<file path="src/rtl/ppcpu_trace_monitor_pkg.sv">
// Shared types and sizing helpers for the CPU trace monitor.
package ppcpu_dbg_pkg;

  typedef enum logic [1:0] {
    IDLE  = 2'd0,
    ARMED = 2'd1,
    POST  = 2'd2,
    DONE  = 2'd3
  } trc_state_t;

  function automatic int aw_of(input int depth);
    return $clog2(depth);
  endfunction

  function automatic int sw_of(input int num_ch, input int width);
    return num_ch * width;
  endfunction

endpackage

</file>
<file path="src/rtl/ppcpu_trace_monitor_if.sv">
// Readout port of the trace monitor: request in, sample/valid/count out.
interface ppcpu_trace_monitor_if #(
  parameter int SW = 192,
  parameter int AW = 4
);
  logic          rd_en;
  logic [SW-1:0] rd_data;
  logic          rd_valid;
  logic [AW:0]   rd_avail;

  modport master (output rd_en, input rd_data, rd_valid, rd_avail);
  modport slave  (input rd_en, output rd_data, rd_valid, rd_avail);
endinterface

</file>
<file path="src/rtl/ppcpu_trace_monitor_ram.sv">
// Simple dual-port trace storage; the registered read gives one cycle of readout latency.
module trace_ram #(
  parameter int DEPTH = 16,
  parameter int SW    = 192,
  parameter int AW    = 4
) (
  input  logic          Clock,
  input  logic          Resetn,
  input  logic          we,
  input  logic [AW-1:0] waddr,
  input  logic [SW-1:0] wdata,
  input  logic          re,
  input  logic [AW-1:0] raddr,
  output logic [SW-1:0] rdata
);
  logic [SW-1:0] mem [DEPTH];

  always_ff @(posedge Clock) begin
    if (we) mem[waddr] <= wdata;
  end

  // rdata only moves on a read so the last sample stays visible between reads
  always_ff @(posedge Clock) begin
    if (!Resetn)  rdata <= '0;
    else if (re)  rdata <= mem[raddr];
  end
endmodule

</file>
<file path="src/rtl/ppcpu_trace_monitor.sv">
// Circular trace capture of CPU probe channels, frozen a programmable distance after a PC trigger.
//   state | meaning
//   IDLE  | waiting for arm
//   ARMED | sampling every cycle, watching pc for the trigger address
//   POST  | sampling the remaining post-trigger cycles
//   DONE  | capture frozen, readout port active
module ppcpu_trace_monitor
  import ppcpu_dbg_pkg::*;
#(
  parameter int WIDTH  = 32,
  parameter int NUM_CH = 6,
  parameter int DEPTH  = 16,
  parameter int CW     = 16
) (
  input  logic                      Clock,
  input  logic                      Resetn,
  input  logic [NUM_CH*WIDTH-1:0]   probe,
  input  logic [WIDTH-1:0]          pc,
  input  logic [WIDTH-1:0]          trig_pc,
  input  logic [$clog2(DEPTH)-1:0]  post_count,
  input  logic                      arm,
  ppcpu_trace_monitor_if.slave      rd,
  output logic                      done,
  output logic [1:0]                state,
  output logic [CW-1:0]             trig_cycle,
  output logic [CW-1:0]             cycle_count
);
  localparam int AW = aw_of(DEPTH);
  localparam int SW = sw_of(NUM_CH, WIDTH);
  localparam logic [AW:0] FULL = (AW+1)'(DEPTH);

  trc_state_t    st;
  logic [AW-1:0] wr_ptr, rd_ptr, post_left, wr_ptr_nx;
  logic [AW:0]   fill, fill_nx, avail;
  logic          trig, we, re, finish;
  logic [SW-1:0] q;

  assign trig      = (pc == trig_pc);
  assign we        = ((st == ARMED) || (st == POST)) && !arm;
  assign re        = (st == DONE) && !arm && rd.rd_en && (avail != '0);
  assign wr_ptr_nx = wr_ptr + 1'b1;
  assign fill_nx   = (fill == FULL) ? fill : fill + 1'b1;
  assign finish    = we && (((st == ARMED) && trig && (post_count == '0)) ||
                            ((st == POST) && (post_left == AW'(1))));

  assign state       = st;
  assign rd.rd_avail = avail;
  assign rd.rd_data  = q;

  trace_ram #(.DEPTH(DEPTH), .SW(SW), .AW(AW)) u_ram (
    .Clock (Clock),
    .Resetn(Resetn),
    .we    (we),
    .waddr (wr_ptr),
    .wdata (probe),
    .re    (re),
    .raddr (rd_ptr),
    .rdata (q)
  );

  always_ff @(posedge Clock) begin
    if (!Resetn) begin
      st          <= IDLE;
      wr_ptr      <= '0;
      rd_ptr      <= '0;
      fill        <= '0;
      post_left   <= '0;
      avail       <= '0;
      done        <= 1'b0;
      rd.rd_valid <= 1'b0;
      trig_cycle  <= '0;
      cycle_count <= '0;
    end else begin
      if (cycle_count != '1) cycle_count <= cycle_count + 1'b1;
      rd.rd_valid <= re;
      if (arm) begin
        st     <= ARMED;
        wr_ptr <= '0;
        fill   <= '0;
        avail  <= '0;
        done   <= 1'b0;
      end else begin
        case (st)
          ARMED: begin
            wr_ptr <= wr_ptr_nx;
            fill   <= fill_nx;
            if (trig) begin
              trig_cycle <= cycle_count;
              if (post_count == '0) begin
                st <= DONE;
              end else begin
                // the field width already bounds post_count to DEPTH-1
                post_left <= post_count;
                st        <= POST;
              end
            end
          end
          POST: begin
            wr_ptr    <= wr_ptr_nx;
            fill      <= fill_nx;
            post_left <= post_left - 1'b1;
            if (post_left == AW'(1)) st <= DONE;
          end
          DONE: begin
            if (re) begin
              rd_ptr <= rd_ptr + 1'b1;
              avail  <= avail - 1'b1;
            end
          end
          default: ;
        endcase
        if (finish) begin
          done   <= 1'b1;
          avail  <= fill_nx;
          // once the buffer has wrapped, the next write slot holds the oldest sample
          rd_ptr <= (fill_nx == FULL) ? wr_ptr_nx : '0;
        end
      end
    end
  end
endmodule

</file>
<file path="src/flat_wrapper.sv">
// flat-port wrapper written by rule: the top's interface ports become plain ports
module ppcpu_trace_monitor_flat import ppcpu_dbg_pkg::*;
#(
  parameter int WIDTH  = 32,
  parameter int NUM_CH = 6,
  parameter int DEPTH  = 16,
  parameter int CW     = 16
)
  (Clock, Resetn, probe, pc, trig_pc, post_count, arm, done, state, trig_cycle, cycle_count, rd_rd_en, rd_rd_data, rd_rd_valid, rd_rd_avail);
  ppcpu_trace_monitor_if rd_i ();
  input  logic Clock;
  input  logic Resetn;
  input  logic [NUM_CH*WIDTH-1:0] probe;
  input  logic [WIDTH-1:0] pc;
  input  logic [WIDTH-1:0] trig_pc;
  input  logic [$clog2(DEPTH)-1:0] post_count;
  input  logic arm;
  output logic done;
  output logic [1:0] state;
  output logic [CW-1:0] trig_cycle;
  output logic [CW-1:0] cycle_count;
  input wire logic [$bits(rd_i.rd_en)-1:0] rd_rd_en;
  output wire logic [$bits(rd_i.rd_data)-1:0] rd_rd_data;
  output wire logic [$bits(rd_i.rd_valid)-1:0] rd_rd_valid;
  output wire logic [$bits(rd_i.rd_avail)-1:0] rd_rd_avail;
  assign rd_i.rd_en = rd_rd_en;
  assign rd_rd_data = rd_i.rd_data;
  assign rd_rd_valid = rd_i.rd_valid;
  assign rd_rd_avail = rd_i.rd_avail;
  ppcpu_trace_monitor #(.WIDTH(WIDTH), .NUM_CH(NUM_CH), .DEPTH(DEPTH), .CW(CW)) u_core (.Clock(Clock), .Resetn(Resetn), .probe(probe), .pc(pc), .trig_pc(trig_pc), .post_count(post_count), .arm(arm), .rd(rd_i), .done(done), .state(state), .trig_cycle(trig_cycle), .cycle_count(cycle_count));
endmodule
</file>
<file path="config.mk">
export PLATFORM = sky130hd
export DESIGN_NAME = ppcpu_trace_monitor_flat
export DESIGN_NICKNAME = d
export VERILOG_FILES = /design/src/rtl/ppcpu_trace_monitor_pkg.sv /design/src/rtl/ppcpu_trace_monitor_if.sv /design/src/rtl/ppcpu_trace_monitor_ram.sv /design/src/rtl/ppcpu_trace_monitor.sv /design/src/flat_wrapper.sv
export SDC_FILE = /design/constraint.sdc
export NUM_CORES = 2
export LEC_CHECK = 0
export BUFFER_PORTS_ARGS = -buffer_cell sky130_fd_sc_hd__buf_2
export CAP_MARGIN = 30
export CORE_AREA = 2 2 553 555
export DETAILED_ROUTE_END_ITERATION = 8
export DIE_AREA = 0 0 555 557
export PLACE_DENSITY_LB_ADDON = 0.12
export SKIP_CTS_REPAIR_TIMING = 1
export SYNTH_ARGS = -nofsm -noshare
export SYNTH_HDL_FRONTEND = slang
export SYNTH_HIERARCHICAL = 1
export SYNTH_SLANG_ARGS = --single-unit
</file>
<file path="constraint.sdc">
create_clock -name Clock -period 22.2 [get_ports Clock]
set_clock_uncertainty 0.2 [all_clocks]
set_input_delay 1.11 -clock Clock [delete_from_list [all_inputs] [get_ports Clock]]
set_output_delay 1.11 -clock Clock [all_outputs]
set_load 0.02 [all_outputs]
</file>
# Word-level counts from Yosys, hierarchy flattened
# Memories as Yosys holds them, arrays and structs flattened. A register that Yosys moved wholly into a read port is not among the register bits.
# Cells that the tools add are included.
[classes]
addsub = 6
eq_ne = 13
mux = 18
bitwise_logic = 2
reduce_logical = 26
[op_table]
columns = ["operator", "count"]
rows = [
  ["== test 32 bit", 1],
  ["two-way mux 4 bit", 6],
  ["two-way mux 5 bit", 4],
  ["adder 16 x 1 -> 16 bit, second input constant", 1],
  ["inequality test 16 bit, second input constant", 1],
  ["AND reduction 3 bit", 4],
  ["== test 5 bit, second input constant", 2],
  ["adder 4 x 1 -> 4 bit, second input constant", 2],
  ["logical AND 1 bit", 8],
  ["case mux 4 bit (2 select lines)", 1],
  ["nonzero test 2 bit", 3],
  ["adder 5 x 1 -> 5 bit, second input constant", 1],
  ["nonzero test 5 bit", 1],
  ["subtractor 5 x 1 -> 5 bit, second input constant", 1],
  ["== test 2 bit, second input constant", 2],
  ["== test 4 x 1 -> 1 bit, second input constant", 1],
  ["logical NOT 4 bit", 1],
  ["two-way mux 1 bit", 4],
  ["two-way mux 2 bit", 2],
  ["inequality test 2 bit, second input constant", 2],
  ["case mux 2 bit (2 select lines)", 1],
  ["AND reduction 4 bit", 1],
  ["OR reduction 2 bit", 2],
  ["subtractor 4 x 1 -> 4 bit, second input constant", 1],
  ["9 further kinds", 12],
]
[totals]
regBits = 58
ramBits = 3072
input_bits = 264
out_inout_bits = 233
elab_cells = 77
memories = 1
[mem_list]
columns = ["name", "depth", "width", "rd", "rd_clocked_by_memory_dff", "write_ports", "line_no", "source"]
rows = [
  ["u_core.u_ram.mem", 16, 192, 1, 1, 1, "ppcpu_trace_monitor_ram.sv:16", "logic [SW-1:0] mem [DEPTH];"],
]

# Longest topological paths before layout
[depth]
ltp_word = 7
mapped_depth = 12
ltp_nobuf = 8

# Hierarchy
# The synthesis kept the hierarchy.
[by_module_without_submodules]
columns = ["module", "instances", "cells_each", "area_per_inst_um2", "seq_area_each_um2"]
rows = [
  ["trace_ram", 1, 6286, 123383.3, 96092.2],
  ["ppcpu_trace_monitor", 1, 365, 3221.8, 1161.1],
]

# Least setup slack after synthesis
# OpenSTA, ideal clock, no wires.
[synth_timing]
path_type = "input port to flip-flop"
startpoint = "input port arm"
endpoint = "memory u_core.u_ram.mem[0][0], enable pin"
setup_ns = 0.979
arrival_time_ns = 14.981
required_time_ns = 21.021
path_slack_ns = 6.041
cell_stages = 4
path_buffers = 1
cell_sequence = "clkbuf_1 -> nor2_1 -> or3b_2 -> nor3_1"
[synth_via]
elab_chain_len = 4
[synth_rtl]
columns = ["element", "line_no", "source"]
rows = [
  ["start, declared", "flat_wrapper.sv:17", "input logic arm;"],
  ["logical NOT 1 bit", "ppcpu_trace_monitor.sv:39", "assign we = ((st == ARMED) || (st == POST)) && !arm;"],
  ["logical AND 1 bit", "ppcpu_trace_monitor.sv:39", ""],
  ["net u_core.we", "ppcpu_trace_monitor.sv:35", "logic trig, we, re, finish;"],
  ["two-way mux 1 bit", "ppcpu_trace_monitor_ram.sv:19", "if (we) mem[waddr] <= wdata;"],
  ["two-way mux 1 bit (implied by the code)", "ppcpu_trace_monitor_ram.sv:19", ""],
  ["end, declared", "ppcpu_trace_monitor_ram.sv:16", ""],
]
# The timed path passes the listed nets, and every way through them passes these cells.

==> impl_metrics.ini <==
[power_and_ir_drop]
power.switching_mw = 2.60
combPwrFrac_pct = 1.5
p_leak_nw = 45.1
power_density_nw_per_um2 = 89.6
p_total_mw = 13.0
switching_share_pct = 20.0
p_seq_share_pct = 52.9
p_int_mw = 10.4
power_frac_clock_pct = 45.6
irDropWorstVdd_uv = 74.6

[yosys]
yosysWarningCount = 6
synth_seq_area_share_pct = 76.8
ys_async_sr_fraction_pct = 0
synth_top_area_cell = edfxtp_1
synth_ff_type = edfxtp_1
netlist_top_cells_area = edfxtp_1 (73%), mux2i_1 (8.4%), mux4_2 (5.9%), dfxtp_1 (4.0%), nand3_1 (1.3%)
synth_nets = 6927
syn_inst = 6651
synth_area_um2 = 127000
synth_area_per_cell_um2 = 19.0
synth_top_area_share_pct = 72.9
synth_top_cells_by_count = edfxtp_1 (3072), mux2i_1 (1061), nand2_1 (354)
synth_cell_type_count = 57
ys_ff_latch = 3322
yosysMostFrequentCell = edfxtp_1
synth-edff-count = 3072

[critical_path]
start_kind = register
r2r.worst_path.cells = 9
rrSetupSlack_ns = 16.42
cp-end-kind = register
cp.required_ns = 22.77
path_class = register to register
crit_end = u_core/u_ram/rdata[79]
critical_path.startpoint = u_core/rd_ptr[0]
crit_fanout = 45
regToRegEndpoint = u_core/u_ram/rdata[79]
rr_startpoint = u_core/rd_ptr[0]
cp.arrival_ns = 6.34

[clock_network]
cts_tree = done
cts-root-buf = clkbuf_16
htree_levels = 5
cts.sinks = 3322
cts_buffers = 357
cts_buffer_depth = 4
clkTransAtPathRegs_ns = 0.06
worstSkewPairLatency_ns = 0.91

[timing]
slew_headroom_pct = 26.6
rsz0062_at_grt = no
fmax_mhz = 173
setup_tns_ns = 0
worst_slew_pin_slew_ns = 1.10
setup_viol = 0
hold_viol = 0
fin_crit_sh_pct = 26.0
layout_min_cycle_time_ns = 5.78
drv_slew = 0

[global_routing]
antenna_found_initial = 102
grt-ovfl-total = 0
grt_pass1_wl_mm = 476
grt_pass1_vias = 66200
grt_max_degree = 125
grt_usage_pct = 21.1

[flow_run]
drv_cap = 0

[placed_design]
place.gp.congestion = 0.750
port_buffers = 496
place_hpwl_mm = 166

[worst_hold_path]
min_path_type = register to register
hold_depth = 2

[final_layout]
final_nets = 7554
areaGrowthSynthToFinish_pct = 14.6
layout-drive-gt1-share_pct = 20.3

[floorplan]
coreArea_um2 = 304000
die_width_um = 555
io_pins = 497
start_util_pct = 41.6
die_h_um = 557
rows = 203
dieArea_um2 = 309000

[drt]
first_iter_violations = 5310
wl_per_cell_um = 28.6
route.detailed.drc = 0
ant_nets = 0
routed_via_density = 5.59
drtPass1Iterations = 5
vias = 64900
drt_wl_total_mm = 332

[outcome]
status = completed
[registers in the layout, indices dropped and copies added (netlist names), 2 cells and up]
signal,flops
u_core/cycle_count,16
u_core/fill,5
u_core/post_left,4
u_core/rd.rd_avail,5
u_core/rd_ptr,4
u_core/state,2
u_core/trig_cycle,16
u_core/u_ram/mem,3072
u_core/u_ram/rdata,192
u_core/wr_ptr,4
[worst min-delay path by stage]
| stage | start | endpoint | slack, ns |
|---|---|---|---|
| 6_report | u_core/u_ram/rdata[78] | u_core/u_ram/rdata[78] | 0.25 |
| 4_1_cts | u_core/u_ram/rdata[141] | u_core/u_ram/rdata[141] | 0.25 |
| 3_3_place_gp | u_core/u_ram/rdata[135] | u_core/u_ram/rdata[135] | 0.24 |
| 5_1_grt | u_core/u_ram/rdata[123] | u_core/u_ram/rdata[123] | 0.27 |
| 2_1_floorplan | u_core/post_left[1] | u_core/post_left[1] | 0.26 |
| 3_5_place_dp | u_core/u_ram/rdata[78] | u_core/u_ram/rdata[78] | 0.24 |
[worst max-delay path, stage by stage (launching register included)]
cell,delay (ns)
dfxtp_4,0.78
buf_4,0.81
buf_4,0.73
buf_4,0.80
buf_4,0.73
buf_4,0.39
buf_16,0.33
mux4_2,0.55
mux2i_1,0.13
a221oi_1,0.11
[through the flow]
stage	std cells	util, %	hold slack (ns)	instance area (um^2)	worst slack, ns
6_report	11600	47.7	0.247	145000	16.42
5_1_grt	11600	47.7	0.274	145000	15.98
4_1_cts	11600	47.7	0.250	145000	15.94
3_5_place_dp	10900	43.8	0.237	133000	15.92
3_3_place_gp	10900	43.7	0.236	133000	15.93
2_1_floorplan	6651	-	0.261	127000	6.04
[per-layer routing]
metal | global-route usage (%) | vias to the layer above | share of wire, %
li1 | - | 28100 | -
met1 | 28.8 | 34600 | 43
met2 | 35.1 | 1713 | 49
met3 | 3.94 | 515 | 6.1
met4 | 5.15 | 62 | 2.1
met5 | 0 | - | 0.11
[kinds of logic after synthesis]
| group | after synthesis | synth area share [%] |
|---|---|---|
| AOI/OAI and AO/OA | 654 | 3.35 |
| xor gates and xnor gates | 56 | 0.387 |
| adders and majority gates | 12 | 0.119 |
| buffers and inverters | 386 | 2.01 |
| DFF | 3322 | 76.8 |
| muxes | 1393 | 14.3 |
| and+or+nand+nor | 828 | 3.02 |
[power groups by stage]
stage	clock network [mW]	logic, mW	registers, mW
after CTS	6.07	0.202	6.88
after floorplan	0	0.0646	7.03
after detailed placement	0	0.202	7.01
final	5.93	0.198	6.88
after global placement	0	0.195	7.01
after global routing	6.30	0.219	6.88
[final cells by class]
cell class | count | area [um^2]
multi-input combinational | 2943 | 27000
antenna | 31 | 77.6
fill | 25400 | 159000
clock buffer | 478 | 9790
sequential | 3322 | 97300
tap | 3997 | 5000
timing repair buffer | 640 | 4030
inverter | 14 | 52.6
clock inverter | 185 | 1960
[cells in the final DEF (no fill, tap or decap), types with 100 or more instances in the layout]
master,count
mux2i_1,1061
nand2_1,354
edfxtp_1,3072
a21oi_1,228
dfxtp_1,247
a22oi_1,218
nand3_1,333
mux4_2,332
o21ai_0,100
clkbuf_16,363
buf_2,495
buf_4,114
Note: power is estimated with default switching activity, not from simulation.
